===== src/rtl/mm1_dmem_req.sv =====
// MM1 data-memory request unit: issues one SRAM-like request per memory
// instruction, stalls MM1 until the address is accepted, buffers early read
// data and counts flushed requests so their stale data_ok can be dropped.
module mm1_dmem_req (
  input  logic        clk,
  input  logic        rst,
  input  logic        mm1_valid,
  input  logic        mm1_mm_re,
  input  logic        mm1_mm_we,
  input  logic [1:0]  mm1_mm_access_sz,
  input  logic [31:0] mm1_mm_addr,
  input  logic [31:0] mm1_mm_wdata,
  input  logic        mm1_except,
  input  logic        flush,
  input  logic        mm2_allowin,
  output logic        data_sram_req,
  output logic        data_sram_wr,
  output logic [1:0]  data_sram_size,
  output logic [31:0] data_sram_addr,
  output logic [3:0]  data_sram_wstrb,
  output logic [31:0] data_sram_wdata,
  input  logic        data_sram_addr_ok,
  input  logic        data_sram_data_ok,
  input  logic [31:0] data_sram_rdata,
  output logic        mm1_stall,
  output logic        mm1_mem_issued,
  output logic        mm1_early_valid,
  output logic [31:0] mm1_early_rdata,
  output logic        drop_data_ok
);

  typedef enum logic [1:0] {IDLE, WAIT_AOK, ACCEPTED, CANCEL_WAIT} state_t;

  state_t      state, state_n;
  logic [1:0]  cnt;
  logic        need, issue_new, cnt_inc, cnt_dec, capture;
  logic [3:0]  enc_wstrb;
  logic [31:0] enc_wdata;
  logic        h_wr;
  logic [1:0]  h_size;
  logic [31:0] h_addr;
  logic [3:0]  h_wstrb;
  logic [31:0] h_wdata;

  assign need      = mm1_valid & (mm1_mm_re | mm1_mm_we) & ~mm1_except;
  assign issue_new = (state == IDLE) & need & ~flush & (cnt != 2'd3) & ~rst;
  assign cnt_dec   = data_sram_data_ok & (cnt != 2'd0);

  // Byte-lane strobes and replicated store data for the MM1 access.
  always_comb begin
    enc_wstrb = 4'b1111;
    enc_wdata = mm1_mm_wdata;
    case (mm1_mm_access_sz)
      2'b00: begin
        enc_wstrb = 4'b0001 << mm1_mm_addr[1:0];
        enc_wdata = {4{mm1_mm_wdata[7:0]}};
      end
      2'b01: begin
        enc_wstrb = 4'b0011 << {mm1_mm_addr[1], 1'b0};
        enc_wdata = {2{mm1_mm_wdata[15:0]}};
      end
      default: ;
    endcase
    if (!mm1_mm_we) enc_wstrb = '0;
  end

  // Next-state, request and issue decode.
  always_comb begin
    state_n        = state;
    data_sram_req  = 1'b0;
    mm1_mem_issued = 1'b0;
    cnt_inc        = 1'b0;
    capture        = 1'b0;
    case (state)
      IDLE: begin
        if (issue_new) begin
          data_sram_req = 1'b1;
          if (data_sram_addr_ok) begin
            if (mm2_allowin) mm1_mem_issued = 1'b1;
            else             state_n = ACCEPTED;
          end else begin
            state_n = WAIT_AOK;
          end
        end
      end
      WAIT_AOK: begin
        data_sram_req = 1'b1;
        if (data_sram_addr_ok) begin
          if (flush) begin
            cnt_inc = 1'b1;
            state_n = IDLE;
          end else if (mm2_allowin) begin
            mm1_mem_issued = 1'b1;
            state_n        = IDLE;
          end else begin
            state_n = ACCEPTED;
          end
        end else if (flush) begin
          state_n = CANCEL_WAIT;
        end
      end
      CANCEL_WAIT: begin
        data_sram_req = 1'b1;
        if (data_sram_addr_ok) begin
          cnt_inc = 1'b1;
          state_n = IDLE;
        end
      end
      ACCEPTED: begin
        capture = data_sram_data_ok & (cnt == 2'd0);
        if (flush) begin
          cnt_inc = ~(mm1_early_valid | capture);
          state_n = IDLE;
        end else if (mm2_allowin) begin
          mm1_mem_issued = 1'b1;
          state_n        = IDLE;
        end
      end
      default: state_n = IDLE;
    endcase
  end

  // addr_ok for a cancelled request does not release the new MM1 instruction.
  assign mm1_stall = need & ~flush &
                     ~((state == ACCEPTED) |
                       (data_sram_req & data_sram_addr_ok & (state != CANCEL_WAIT)));

  assign drop_data_ok = cnt_dec;

  assign data_sram_wr    = (state == IDLE) ? mm1_mm_we        : h_wr;
  assign data_sram_size  = (state == IDLE) ? mm1_mm_access_sz : h_size;
  assign data_sram_addr  = (state == IDLE) ? mm1_mm_addr      : h_addr;
  assign data_sram_wstrb = (state == IDLE) ? enc_wstrb        : h_wstrb;
  assign data_sram_wdata = (state == IDLE) ? enc_wdata        : h_wdata;

  // State register and cancel counter.
  always_ff @(posedge clk or posedge rst) begin
    if (rst) begin
      state <= IDLE;
      cnt   <= '0;
    end else begin
      state <= state_n;
      case ({cnt_inc, cnt_dec})
        2'b10:   cnt <= cnt + 2'd1;
        2'b01:   cnt <= cnt - 2'd1;
        default: cnt <= cnt;
      endcase
    end
  end

  // Hold registers keep the request fields stable until addr_ok.
  always_ff @(posedge clk or posedge rst) begin
    if (rst) begin
      h_wr    <= 1'b0;
      h_size  <= '0;
      h_addr  <= '0;
      h_wstrb <= '0;
      h_wdata <= '0;
    end else if (issue_new) begin
      h_wr    <= mm1_mm_we;
      h_size  <= mm1_mm_access_sz;
      h_addr  <= mm1_mm_addr;
      h_wstrb <= enc_wstrb;
      h_wdata <= enc_wdata;
    end
  end

  // Early read-data buffer, valid until the instruction leaves MM1.
  always_ff @(posedge clk or posedge rst) begin
    if (rst) begin
      mm1_early_valid <= 1'b0;
      mm1_early_rdata <= '0;
    end else if (state_n != ACCEPTED) begin
      mm1_early_valid <= 1'b0;
    end else if (capture) begin
      mm1_early_valid <= 1'b1;
      mm1_early_rdata <= data_sram_rdata;
    end
  end

endmodule

===== config.mk =====
export PLATFORM = sky130hd
export DESIGN_NAME = mm1_dmem_req
export DESIGN_NICKNAME = d
export VERILOG_FILES = /design/src/rtl/mm1_dmem_req.sv
export SDC_FILE = /design/constraint.sdc
export NUM_CORES = 1
export LEC_CHECK = 0
export ABC_AREA = 1
export ABC_CLOCK_PERIOD_IN_PS = 10900
export CORE_AREA = 3 3 131 133
export DETAILED_ROUTE_END_ITERATION = 7
export DIE_AREA = 0 0 134 136
export PLACE_DENSITY = 0.76
export SLEW_MARGIN = 5
export SYNTH_ARGS = -nofsm -noshare
export SYNTH_HDL_FRONTEND = slang
export SYNTH_SLANG_ARGS = --single-unit
export TNS_END_PERCENT = 10

===== constraint.sdc =====
create_clock -name clk -period 10.9 [get_ports clk]
set_input_delay 1.09 -clock clk [delete_from_list [all_inputs] [get_ports clk]]
set_output_delay 1.09 -clock clk [all_outputs]
set_load 0.1 [all_outputs]

Yosys cells after proc, flatten, opt, wreduce, memory -nomap -nowiden. Cells that the tools add are included.

Bits in registers: 108. Bits in latches: 0. RAM bits: 0. Bits in read-only memories: 0. Output and inout port bits: 108. Memories kept: 0.

Add/subtract/negate cells: 2. Multipliers: 0. Div/mod/pow operators: 0. Magnitude comparators: 0. Eq/ne operators: 9. Shift-type cells: 2. Mux-type cells: 36. Bitwise operators: 21. Reductions and logical operators: 8.

Operators with widths (number): two-way mux 32 bit (2); one-hot mux 32 bit (2 select lines) (1); two-way mux 2 bit (11); two-way mux 1 bit (14); bitwise AND 1 bit (12); two-way mux 4 bit (2); one-hot mux 2 bit (4 select lines) (1); one-hot mux 4 bit (2 select lines) (1); equality test 2 x 1 -> 1 bit, second input constant (3); equality test 2 bit, second input constant (3); zero test 2 bit (3); != test 2 bit, second input constant (3); NOT 1 bit (6); one-hot mux 1 bit (3 select lines) (2); nonzero test 2 bit (3); one-hot mux 2 bit (2 select lines) (1); << shifter 1 x 2 -> 4 bit, first input constant (1); << shifter 2 x 2 -> 4 bit, first input constant (1); bitwise OR 1 bit (3); adder 2 x 1 -> 2 bit, second input constant (1); one-hot mux 1 bit (2 select lines) (1); AND reduction 2 bit (1); OR reduction 2 bit (1); subtractor 2 x 1 -> 2 bit, second input constant (1).

Longest topological paths before layout. Gate-level depths: netlist (run 1).

Depth in word-level cells: 14. Gate-level depth with buffers: 14. Depth with buffers taken out: 12.

Worst setup path before layout (run 1). No wires, ideal clock.

Kind: input-to-output. Start point: input port rst. End point: output port mm1_mem_issued. Data arrival time: 6536 ps. Data required time: 9810 ps. Path slack: 3274 ps. Stages: 8. Path through: inv_1 -> nand2_1 -> nor2_4 -> nand2_4 -> inv_1 -> buf_4 -> nand2_1 -> a211oi_1.

Word-level cells in the longest chain between the ends: 4.

RTL lines: start, declared (line 6) `input logic rst,`; NOT 1 bit (line 46) `assign issue_new = (state == IDLE) & need & ~flush & (cnt != 2'd3) & ~rst;`; bitwise AND 1 bit (line 46); two-way mux 1 bit (line 76) `if (issue_new) begin`; one-hot mux 1 bit (3 select lines) (line 74) `case (state)`; end, declared (line 26) `output logic mm1_mem_issued,`.

Every way passes these cells.

Final worst setup path (run 1).
Start point: input port mm1_mm_access_sz[1]. End point: output port data_sram_wdata[31].

Word-level cells in the longest chain between the ends: 3. Elaborated cells between the ends (all ways): 4. Classes of those cells: 1 x eq/ne; 2 x mux; 1 x reduce/logical.

RTL lines: start, declared (line 10) `input logic [1:0] mm1_mm_access_sz,`; equality test 2 x 1 -> 1 bit or zero test 2 bit (tied branches) (line 53) `case (mm1_mm_access_sz)`; one-hot mux 32 bit (2 select lines) (*) (line 53); two-way mux 32 bit (*) (line 134) `assign data_sram_wdata = (state == IDLE) ? enc_wdata : h_wdata;`; end, declared (line 21) `output logic [31:0] data_sram_wdata,`.

Mark *: on every way between the ends. The rest lies on a longest branch, timed or not.

==> results of run 1 <==
worst reg2reg max path, cell delays in order, from the launching register on:
cell	delay [ns]
sky130_fd_sc_hd__dfrtp_1	0.45
sky130_fd_sc_hd__inv_1	0.24
sky130_fd_sc_hd__ha_4	0.37
sky130_fd_sc_hd__nand2_1	0.15
sky130_fd_sc_hd__nor2_4	0.19
sky130_fd_sc_hd__nand2_4	0.20
sky130_fd_sc_hd__inv_2	0.11
sky130_fd_sc_hd__buf_4	0.70
sky130_fd_sc_hd__o21ai_0	0.32
layout make-up:
class / instances / area share [%]
clock buffers: 11 / 2.86
clock inverters: 5 / 1.04
inverters: 93 / 4.31
multi-input cells: 495 / 28.5
flip-flops and latches: 108 / 33.2
well taps: 216 / 3.32
repair buffers: 219 / 26.8
cell families (layout without fill, tap and decap cells):
kind of cell,after synthesis,after routing,synth area share [%]
buffers and inverters,137,328,10.1
adders and majority gates,7,7,1.57
and+or+nand+nor,300,300,22.3
DFF,108,108,48.5
AOI/OAI and AO/OA,186,186,17.3
xor gates and xnor gates,2,2,0.314
flip-flops by register name, indices dropped and copies added (netlist names):
register / cells
mm1_early_valid: 1
state: 2
h_size: 2
cnt: 2
h_wdata: 32
mm1_early_rdata: 32
h_addr: 32
h_wstrb: 4
h_wr: 1
cell usage after synthesis, types with 4 or more instances:
master,instances,area [sq um]
sky130_fd_sc_hd__nand3_1,40,200
sky130_fd_sc_hd__buf_4,4,30.0
sky130_fd_sc_hd__clkbuf_1,29,109
sky130_fd_sc_hd__o211ai_1,9,67.6
sky130_fd_sc_hd__nand2_1,231,867
sky130_fd_sc_hd__dfrtp_1,108,2700
sky130_fd_sc_hd__buf_2,8,40.0
sky130_fd_sc_hd__a21oi_1,22,110
sky130_fd_sc_hd__ha_1,7,87.6
sky130_fd_sc_hd__nor2_1,20,75.1
sky130_fd_sc_hd__o21ai_1,5,25.0
sky130_fd_sc_hd__o21ai_0,146,731
sky130_fd_sc_hd__inv_1,92,345
stage by stage:
step                      util, %  instances
after floorplan                 -        740
after global placement       49.1       1131
after detailed placement     49.1       1131
after CTS                    51.1       1147
after global routing         51.1       1147
final                        51.1       1147
how the worst min path moves through the flow:
| stage | endpoint | slack, ns |
|---|---|---|
| final | mm1_early_rdata[25] | 0.47 |
| after detailed placement | mm1_early_rdata[25] | 0.46 |
| after global placement | mm1_early_rdata[4] | 0.45 |
| after floorplan | h_addr[1] | 0.45 |
| after CTS | mm1_early_rdata[28] | 0.48 |
| after global routing | mm1_early_rdata[10] | 0.50 |
routing by layer:
layer	GRT usage, %	vias to the layer above	wire length, microns
met5	0	-	0
met4	6.06	0	240
met3	6.44	17	1500
met2	28.6	210	7130
met1	22.8	2418	7090
li1	-	2714	-
==> out/metrics.sh, run 1 <==
RUN_STATUS='finished, final reports clean'
SYNTH-SEQ-AREA-SHARE_PCT=48.5
DRT_ITER0_MARKERS=257
FLOORPLAN.DIE.WIDTH_MICRONS=134
PERIOD_NEEDED_NS=5.75
TIMING.CRITICAL_PATH.REQUIRED_NS=9.81
CRITPATHKIND='input pin to primary output'
DRV_CAP=0
PLACE.DETAILED.HPWL_MICRONS=11600
ROUTE.DETAILED.VIAS_PER_INST=4.67
REPORT.FINAL.HOLD_VIOL_COUNT=0
SETUP_WS_NS=5.15
FIN_HOLD_WS_NS=0.472
CP_SLOWEST_STAGE_DELAY_NS=1.19
CTS-ROOT-BUF='sky130_fd_sc_hd__clkbuf_16'
WORST-ENDPOINT-ARRIVAL_NS=4.66
CP_SLOWEST_CELL='sky130_fd_sc_hd__clkdlybuf4s50_1'
POSTCTSSETUPREPAIRBUFS=0
FINALWIRELENGTH_MICRONS=16000
CTS_SINKS=108
FINAL_CELL_MIX='sky130_fd_sc_hd__nand2_1 (231), sky130_fd_sc_hd__clkdlybuf4s50_1 (215), sky130_fd_sc_hd__o21ai_0 (146)'
SYNTH_TOP_FLOP_CELL='sky130_fd_sc_hd__dfrtp_1'
DPL_WORST_SLACK_NS=5.13
TIMING.CLOCK.SKEW_NS=0.00860
SETUP-VIOLATIONS-FINAL=0
LAYOUT_COMMONEST_CELL='sky130_fd_sc_hd__nand2_1'
CLOCK_TREE_FROM_TRITONCTS='done'
FIN_TNS_SETUP_NS=0
TIMING.HOLD.WORST_PATH_DEPTH=2
NNETSFINAL=1041
POST-ROUTE-PERIOD-UTIL_PCT=52.8
GRT_FIRST_PASS_WIRELENGTH_MICRONS=26400
DIE_AREA_SQ_MM=0.0182
GRT_ANTENNA_BEFORE_REPAIR=0
ROUTED_WIRE_LENGTH_PER_INSTANCE_MICRONS=13.9
FINAL.FILL_COUNT=1521
CTS_MADE_BUFFERS=9
CLK_LATENCY_NS=0.35
LAYOUT-DRIVE-GT1-SHARE_PCT=3.33
WORST_SETUP_HOLD_PATH_CLK_SLEW_NS=0.08
POSTSYNTHAREAPERCELL_SQ_UM=7.54
FIRST_GLOBAL_VIAS=5186
GP_ROUTABILITY_CONGESTION=0.826
CRITICAL_PATH_PEAK_FANOUT=26
GRT_REMAINING_OVERFLOW=0
GRTUSAGETOTAL_PCT=18.0
CP.BUFFERS_INVERTERS=2
SEQCELLAREA_SQ_MM=0.00270
WORST-SLEW-PIN-TRANSITION_NS=1.03
WORSTPATHCELLLIST='clkdlybuf4s50_1 > nor2_1 > nand2_1 > o211ai_1 > nand2_1 > o21ai_0 > clkdlybuf4s50_1'
SYNTH_NETS=855
ANTENNA-DIODE-COUNT=0
DR.PASS1.ITERS=4
AREA_GROWTH_PCT=46.1
HTREE_NUM_LEVELS=3
TIMING.CRITICAL_PATH.TO_TYPE='primary output'
SYNTH_ENABLE_FLOP_CELLS=0
CRITPATHLAUNCHTYPE='input pin'
INSTANCE_AREA_AFTER_PLACEMENT_SQ_MM=0.00783
CPLARGESTDELAYFAMILY='buffers and inverters'
YOSYSWARNINGCOUNT=0
WORSTREGTOREGCELLS=8
FINAL_CELL_AREA_SQ_MM=0.00815
ROWS=46
GRT_SETUP_UNREPAIRED='false'
CRIT_END='data_sram_wdata[31]'
CTS-ROOT-TO-SINK-BUFFERS=2
GRT_MAX_DEGREE=115
CORE-AREA_SQ_MM=0.0159
POST_SYNTH_INST_COUNT=740
NUM_VIAS=5359
RR_ENDPOINT='h_addr[20]'
CTSHOLDBUFFERS=0
FMAXACHIEVABLE_MHz=174
WORST_MIN_PATH_START='mm1_early_rdata[25]'
CRITPATHLAUNCH='mm1_mm_access_sz[1]'
SYN-CELL-AREA_SQ_MM=0.00558
MIN-DELAY-PATH-CLASS='register to register'
SYNTH.FF_LATCH_COUNT=108
CRITICAL_PATH_CELL_COUNT=7
SYNTH.LIB_CELLS_USED.DISTINCT=26
START_UTIL_PCT=35.0
IOPINCOUNT=216
REG2REG_SETUP_SLACK_NS=8.00
BEGINNING_OF_THE_WORST_REGISTER_TO_REGISTER_PATH='state[0]'
CTS_RESIZED=0
PORT-BUFFER-COUNT=215
ANT_NETS=0
REMAINING_DRC_ERRORS=0
FINAL-MAX-SLEW-VIOLATION-COUNT=0
DIE_Y_MICRONS=136
ASYNC_SET_RESET_FLOP_SHARE_OUT_OF_SYNTHESIS_PCT=100
MULTI_INPUT_GATE_AREA_SQ_MM=0.00232
MAX_SLEW_MARGIN_PCT=30.9
Power of run 1 is not shown: default switching activity piles up to over one toggle a cycle in this logic, so the estimate is an artifact.
==> run 2, diff against run 1 <==
- ABC_CLOCK_PERIOD_IN_PS: 10900 -> 4800
- PLACE_DENSITY: 0.76 -> 0.79
- clock period: 10.9 -> 4.8 ns (I/O delays scaled with it)
==> run 2 against run 1 <==
Clock skew rose by 0.0012 ns. Utilization fell by 0.36 points. Register-to-register slack lost 6.3 ns. Flip-flop and latch count unchanged. Via count is essentially flat.
==> out/metrics.sh, run 2 (same netlist as run 1, synthesis figures left out) <==
CP_SLOWEST_STAGE_DELAY_NS=1.19  # about the same
GRTUSAGETOTAL_PCT=18.0  # about the same
CTS_RESIZED=0  # unchanged
RUN_STATUS='finished, final reports clean'
HTREE_NUM_LEVELS=3  # unchanged
DR.PASS1.ITERS=4  # unchanged
DRT_ITER0_MARKERS=226  # -12%
BEGINNING_OF_THE_WORST_REGISTER_TO_REGISTER_PATH='state[1]'
SETUP_WS_NS=0.990  # -4.15 ns
WORST_SETUP_HOLD_PATH_CLK_SLEW_NS=0.08  # about the same
FIRST_GLOBAL_VIAS=5152  # -0.66%
CRITPATHLAUNCHTYPE='register'
CRITPATHLAUNCH='state[1]'
PORT-BUFFER-COUNT=215  # unchanged
CP.BUFFERS_INVERTERS=3  # +1
CTS-ROOT-BUF='sky130_fd_sc_hd__clkbuf_16'
ROUTE.DETAILED.VIAS_PER_INST=4.66  # -0.24%
CTS_SINKS=108  # unchanged
SETUP-VIOLATIONS-FINAL=0  # unchanged
CTS-ROOT-TO-SINK-BUFFERS=2  # unchanged
NNETSFINAL=1044  # +0.29%
WORST-SLEW-PIN-TRANSITION_NS=1.04  # +0.00804 ns
WORST_MIN_PATH_START='mm1_early_rdata[13]'
GRT_MAX_DEGREE=115  # unchanged
TIMING.CLOCK.SKEW_NS=0.00980  # +0.00120 ns
LAYOUT_COMMONEST_CELL='sky130_fd_sc_hd__nand2_1'
DIE_Y_MICRONS=136  # unchanged
CRITPATHKIND='register to primary output'
FINAL-MAX-SLEW-VIOLATION-COUNT=0  # unchanged
LAYOUT-DRIVE-GT1-SHARE_PCT=6.96  # +3.6 points
ROWS=46  # unchanged
ANTENNA-DIODE-COUNT=0  # unchanged
TIMING.CRITICAL_PATH.REQUIRED_NS=4.32  # -5.49 ns
AREA_GROWTH_PCT=45.1
POST-ROUTE-PERIOD-UTIL_PCT=79.4
PERIOD_NEEDED_NS=3.81
LAYOUT.CELLS.NON_FILLER=1150  # +0.26%
MAX_SLEW_MARGIN_PCT=30.4  # -0.54 points
FINAL.FILL_COUNT=1500  # -1.4%
REMAINING_DRC_ERRORS=0  # unchanged
GRT_SETUP_UNREPAIRED='false'
CORE-AREA_SQ_MM=0.0159  # unchanged
DP_CELLS=1134  # +0.27%
WORSTPATHCELLLIST='inv_1 > ha_4 > buf_4 > nand2_1 > o21ai_0 > clkdlybuf4s50_1'
IOPINCOUNT=216  # unchanged
REG_TOP3='h_addr (32), h_wdata (32), mm1_early_rdata (32)'
NUM_VIAS=5360  # +0.019%
GRT_REMAINING_OVERFLOW=0  # unchanged
FINAL_CELL_MIX='sky130_fd_sc_hd__nand2_1 (231), sky130_fd_sc_hd__clkdlybuf4s50_1 (186), sky130_fd_sc_hd__o21ai_0 (146)'
TIMING.CRITICAL_PATH.TO_TYPE='primary output'
POSTCTSSETUPREPAIRBUFS=0  # unchanged
CTSHOLDBUFFERS=0  # unchanged
FINALWIRELENGTH_MICRONS=16200  # +1.4%
REPORT.FINAL.HOLD_VIOL_COUNT=0  # unchanged
DPL_WORST_SLACK_NS=1.21  # -3.93 ns
FINAL_CELL_AREA_SQ_MM=0.00809  # -0.71%
FLOORPLAN.DIE.WIDTH_MICRONS=134  # unchanged
ROUTED_WIRE_LENGTH_PER_INSTANCE_MICRONS=14.1  # +1.1%
GP_ROUTABILITY_CONGESTION=0.841  # +1.8%
FMAXACHIEVABLE_MHz=262
INSTANCE_AREA_AFTER_PLACEMENT_SQ_MM=0.00781  # -0.24%
GRT_ANTENNA_BEFORE_REPAIR=0  # unchanged
MIN-DELAY-PATH-CLASS='register to register'
DIE_AREA_SQ_MM=0.0182  # unchanged
CRITICAL_PATH_PEAK_FANOUT=49  # +88%
WORST-ENDPOINT-ARRIVAL_NS=3.33  # -1.33 ns
DRV_CAP=0  # unchanged
PLACE.DETAILED.HPWL_MICRONS=11800  # +1.5%
GRT_FIRST_PASS_WIRELENGTH_MICRONS=26200  # -0.76%
CLOCK_TREE_FROM_TRITONCTS='done'
CLK_LATENCY_NS=0.35  # about the same
START_UTIL_PCT=35.0  # unchanged
CPLARGESTDELAYFAMILY='buffers and inverters'
ANT_NETS=0  # unchanged
CP_SLOWEST_CELL='sky130_fd_sc_hd__clkdlybuf4s50_1'
CTS_MADE_BUFFERS=9  # unchanged
## run 2: cell count changes in the layout (fill, tap and decap cells not counted)
cell	previous run	this run
sky130_fd_sc_hd__clkinv_4	1	2
sky130_fd_sc_hd__a211oi_1	1	0
sky130_fd_sc_hd__a211oi_2	0	1
sky130_fd_sc_hd__clkbuf_1	2	1
sky130_fd_sc_hd__clkinv_2	0	2
sky130_fd_sc_hd__bufinv_16	2	0
sky130_fd_sc_hd__buf_4	4	34
sky130_fd_sc_hd__buf_12	0	2
sky130_fd_sc_hd__clkdlybuf4s50_1	215	186
sky130_fd_sc_hd__inv_4	1	0
sky130_fd_sc_hd__clkbuf_8	0	1
## run 2: final timing paths
| path | to | slack (ns) | depth (start not counted) |
|---|---|---|---|
| max in group asynchronous | h_wdata[24] | 2.94 | 4 |
| min in group asynchronous | h_addr[10] | 0.69 | 3 |
| min | mm1_early_rdata[13] | 0.47 | 2 |
| max reg2reg | h_wdata[10] | 1.71 | 8 |
| max | data_sram_addr[28] | 0.99 | 6 |
| min reg2reg | mm1_early_rdata[13] | 0.47 | 2 |
## run 2: stage by stage
step | utilization, % | setup TNS (ns) | hold slack, ns
2_1_floorplan | - | -0.0357 | 0.454
3_3_place_gp | 49.0 | 0 | 0.453
3_5_place_dp | 49.0 | 0 | 0.457
4_1_cts | 50.8 | 0 | 0.475
5_1_grt | 50.8 | 0 | 0.488
6_report | 50.8 | 0 | 0.471
## run 2: worst min-delay path, stage by stage, from the launching register on
cell and delay (ns):
sky130_fd_sc_hd__dfrtp_1 0.34, sky130_fd_sc_hd__nand2_1 0.05, sky130_fd_sc_hd__nand2_1 0.05
## run 2: layer usage
| layer | vias up | track usage [%] | part of all wire [%] |
|---|---|---|---|
| li1 | 2726 | - | - |
| met1 | 2404 | 22.3 | 43 |
| met2 | 211 | 28.6 | 44 |
| met3 | 19 | 7.22 | 11 |
| met4 | 0 | 6.00 | 1.9 |
| met5 | - | 0 | 0 |
## run 2: area by class of cell
cell class                 count  area [sq um]  area share, %
sequential                   108          2700           33.4
multi-input combinational    495          2330           28.8
timing repair buffer         222          2160           26.7
inverter                      93           353           4.36
tap                          216           270           3.34
clock buffer                  11           243           3.00
clock inverter                 5          36.3          0.448
Power of run 2 is left out for the same reason.
==> run 3, diff against run 2 <==
- ABC_CLOCK_PERIOD_IN_PS: 4800 -> 3200
- clock period: 4.8 -> 3.2 ns (I/O delays scaled with it)
==> run 3 against run 2 <==
Utilization up 2.8 points. Worst setup slack worse by 0.66 ns. Non-clock buffer count grew 1. Die area unchanged. First-iteration DRC count is 64% higher. Critical endpoint is now mm1_stall.
==> out/metrics.sh, run 3 (same netlist as run 1, synthesis figures left out) <==
RUN_STATUS='finished, final reports clean'
DIE_Y_MICRONS=136  # unchanged
RR_ENDPOINT='h_wdata[24]'
CTSHOLDBUFFERS=0  # unchanged
GP_ROUTABILITY_CONGESTION=0.794  # -5.6%
GRT_REMAINING_OVERFLOW=0  # unchanged
PLACE.DETAILED.HPWL_MICRONS=11800  # -0.41%
DRT_ITER0_MARKERS=370  # +64%
ROUTE.DETAILED.VIAS_PER_INST=4.71  # +1.1%
PORT-BUFFER-COUNT=215  # unchanged
REG2REG_SETUP_SLACK_NS=0.61  # -1.10 ns
CTS_SINKS=108  # unchanged
DRV_CAP=0  # unchanged
GRT_FIRST_PASS_WIRELENGTH_MICRONS=26100  # -0.58%
POST-ROUTE-PERIOD-UTIL_PCT=89.5
FIN_TNS_SETUP_NS=0  # unchanged
FLOORPLAN.DIE.WIDTH_MICRONS=134  # unchanged
PERIOD_NEEDED_NS=2.87
CRITICAL_PATH_PEAK_FANOUT=32  # -35%
SETUP-VIOLATIONS-FINAL=0  # unchanged
ANT_NETS=0  # unchanged
DIE_AREA_SQ_MM=0.0182  # unchanged
FINAL_CELL_AREA_SQ_MM=0.00854  # +5.6%
WORST-ENDPOINT-ARRIVAL_NS=2.55  # -0.78 ns
FMAXACHIEVABLE_MHz=349
LAYOUT-DRIVE-GT1-SHARE_PCT=12.3  # +5.3 points
ROUTED_WIRE_LENGTH_PER_INSTANCE_MICRONS=14.1  # about the same
GRT_ANTENNA_BEFORE_REPAIR=0  # unchanged
FINALWIRELENGTH_MICRONS=16200  # +0.15%
MIN-DELAY-PATH-CLASS='register to register'
AREA_GROWTH_PCT=53.2
SETUP_WS_NS=0.335  # -0.655 ns
CRITPATHKIND='register to primary output'
REG_TOP3='h_addr (32), h_wdata (32), mm1_early_rdata (32)'
FIRST_GLOBAL_VIAS=5187  # +0.68%
MAX_SLEW_MARGIN_PCT=32.5  # +2.1 points
DPL_WORST_SLACK_NS=0.397  # -0.811 ns
LAYOUT_COMMONEST_CELL='sky130_fd_sc_hd__nand2_1'
ROWS=46  # unchanged
TIMING.CRITICAL_PATH.REQUIRED_NS=2.88  # -1.44 ns
GRT_SETUP_UNREPAIRED='false'
DR.PASS1.ITERS=5  # +1
POSTCTSSETUPREPAIRBUFS=0  # unchanged
FINAL.FILL_COUNT=1465  # -2.3%
INSTANCE_AREA_AFTER_PLACEMENT_SQ_MM=0.00827  # +5.8%
CLOCK_TREE_FROM_TRITONCTS='done'
CRITPATHLAUNCHTYPE='register'
BEGINNING_OF_THE_WORST_REGISTER_TO_REGISTER_PATH='state[1]'
CTS_MADE_BUFFERS=9  # unchanged
IOPINCOUNT=216  # unchanged
FIN_HOLD_WS_NS=0.476  # +0.00432 ns
CTS-ROOT-TO-SINK-BUFFERS=2  # unchanged
WORST_SETUP_HOLD_PATH_CLK_SLEW_NS=0.07  # about the same
REMAINING_DRC_ERRORS=0  # unchanged
START_UTIL_PCT=35.0  # unchanged
FINAL_CELL_MIX='sky130_fd_sc_hd__nand2_1 (231), sky130_fd_sc_hd__o21ai_0 (146), sky130_fd_sc_hd__clkdlybuf4s50_1 (140)'
CORE-AREA_SQ_MM=0.0159  # unchanged
TIMING.CRITICAL_PATH.TO_TYPE='primary output'
CTS-ROOT-BUF='sky130_fd_sc_hd__clkbuf_16'
GRTUSAGETOTAL_PCT=17.8  # -0.17 points
REPORT.FINAL.HOLD_VIOL_COUNT=0  # unchanged
WORSTREGTOREGCELLS=8  # unchanged
GRT_MAX_DEGREE=143  # +24%
NUM_VIAS=5424  # +1.2%
CLK_LATENCY_NS=0.35  # about the same
NNETSFINAL=1045  # +0.096%
HTREE_NUM_LEVELS=3  # unchanged
FINAL-MAX-SLEW-VIOLATION-COUNT=0  # unchanged
WHS_ENDPOINT='mm1_early_rdata[1]'
WORST_MIN_PATH_START='mm1_early_rdata[1]'
TIMING.HOLD.WORST_PATH_DEPTH=2  # unchanged
TIMING.CLOCK.SKEW_NS=0.00988  # +0.0000778 ns
WORST-SLEW-PIN-TRANSITION_NS=1.01  # -0.0308 ns
ANTENNA-DIODE-COUNT=0  # unchanged
CTS_RESIZED=0  # unchanged
## run 3: worst max-delay path by stage
stage          startpoint    endpoint  slack [ns]
6_report         state[1]   mm1_stall        0.33
5_1_grt          state[1]   mm1_stall        0.09
4_1_cts          state[1]   mm1_stall        0.29
3_5_place_dp        flush  h_addr[21]        0.40
3_3_place_gp        flush  h_addr[12]        0.49
2_1_floorplan         rst   mm1_stall       -0.46
## run 3: through the flow
step	utilization, %	std cells
2_1_floorplan	-	740
3_3_place_gp	51.8	1135
3_5_place_dp	51.8	1135
4_1_cts	53.6	1151
5_1_grt	53.6	1151
6_report	53.6	1151
## run 3: worst max-delay path, stage by stage (launching register included)
cell	delay, ns
sky130_fd_sc_hd__dfrtp_1	0.44
sky130_fd_sc_hd__inv_1	0.26
sky130_fd_sc_hd__ha_4	0.20
sky130_fd_sc_hd__nand2_1	0.09
sky130_fd_sc_hd__nor2_4	0.14
sky130_fd_sc_hd__nand2_4	0.20
sky130_fd_sc_hd__a21oi_4	0.25
sky130_fd_sc_hd__nand3_1	0.09
sky130_fd_sc_hd__o211ai_1	0.17
sky130_fd_sc_hd__clkinvlp_4	0.18
sky130_fd_sc_hd__buf_12	0.19
## run 3: final cells by class
class	count	area, sq um	area share (%)
Clock buffer	9	225	2.64
Clock inverter	7	51.3	0.601
Inverter	93	357	4.17
Sequential cell	108	2700	31.6
Tap cell	216	270	3.16
Timing Repair Buffer	223	2590	30.3
Multi-Input combinational cell	495	2350	27.5
## run 3: layer usage
metal	global-route usage, %	wire length [microns]
met1	22.8	6850
met2	27.2	7320
met3	6.74	1670
met4	7.14	369
met5	0	0
Power of run 3 is left out for the same reason.
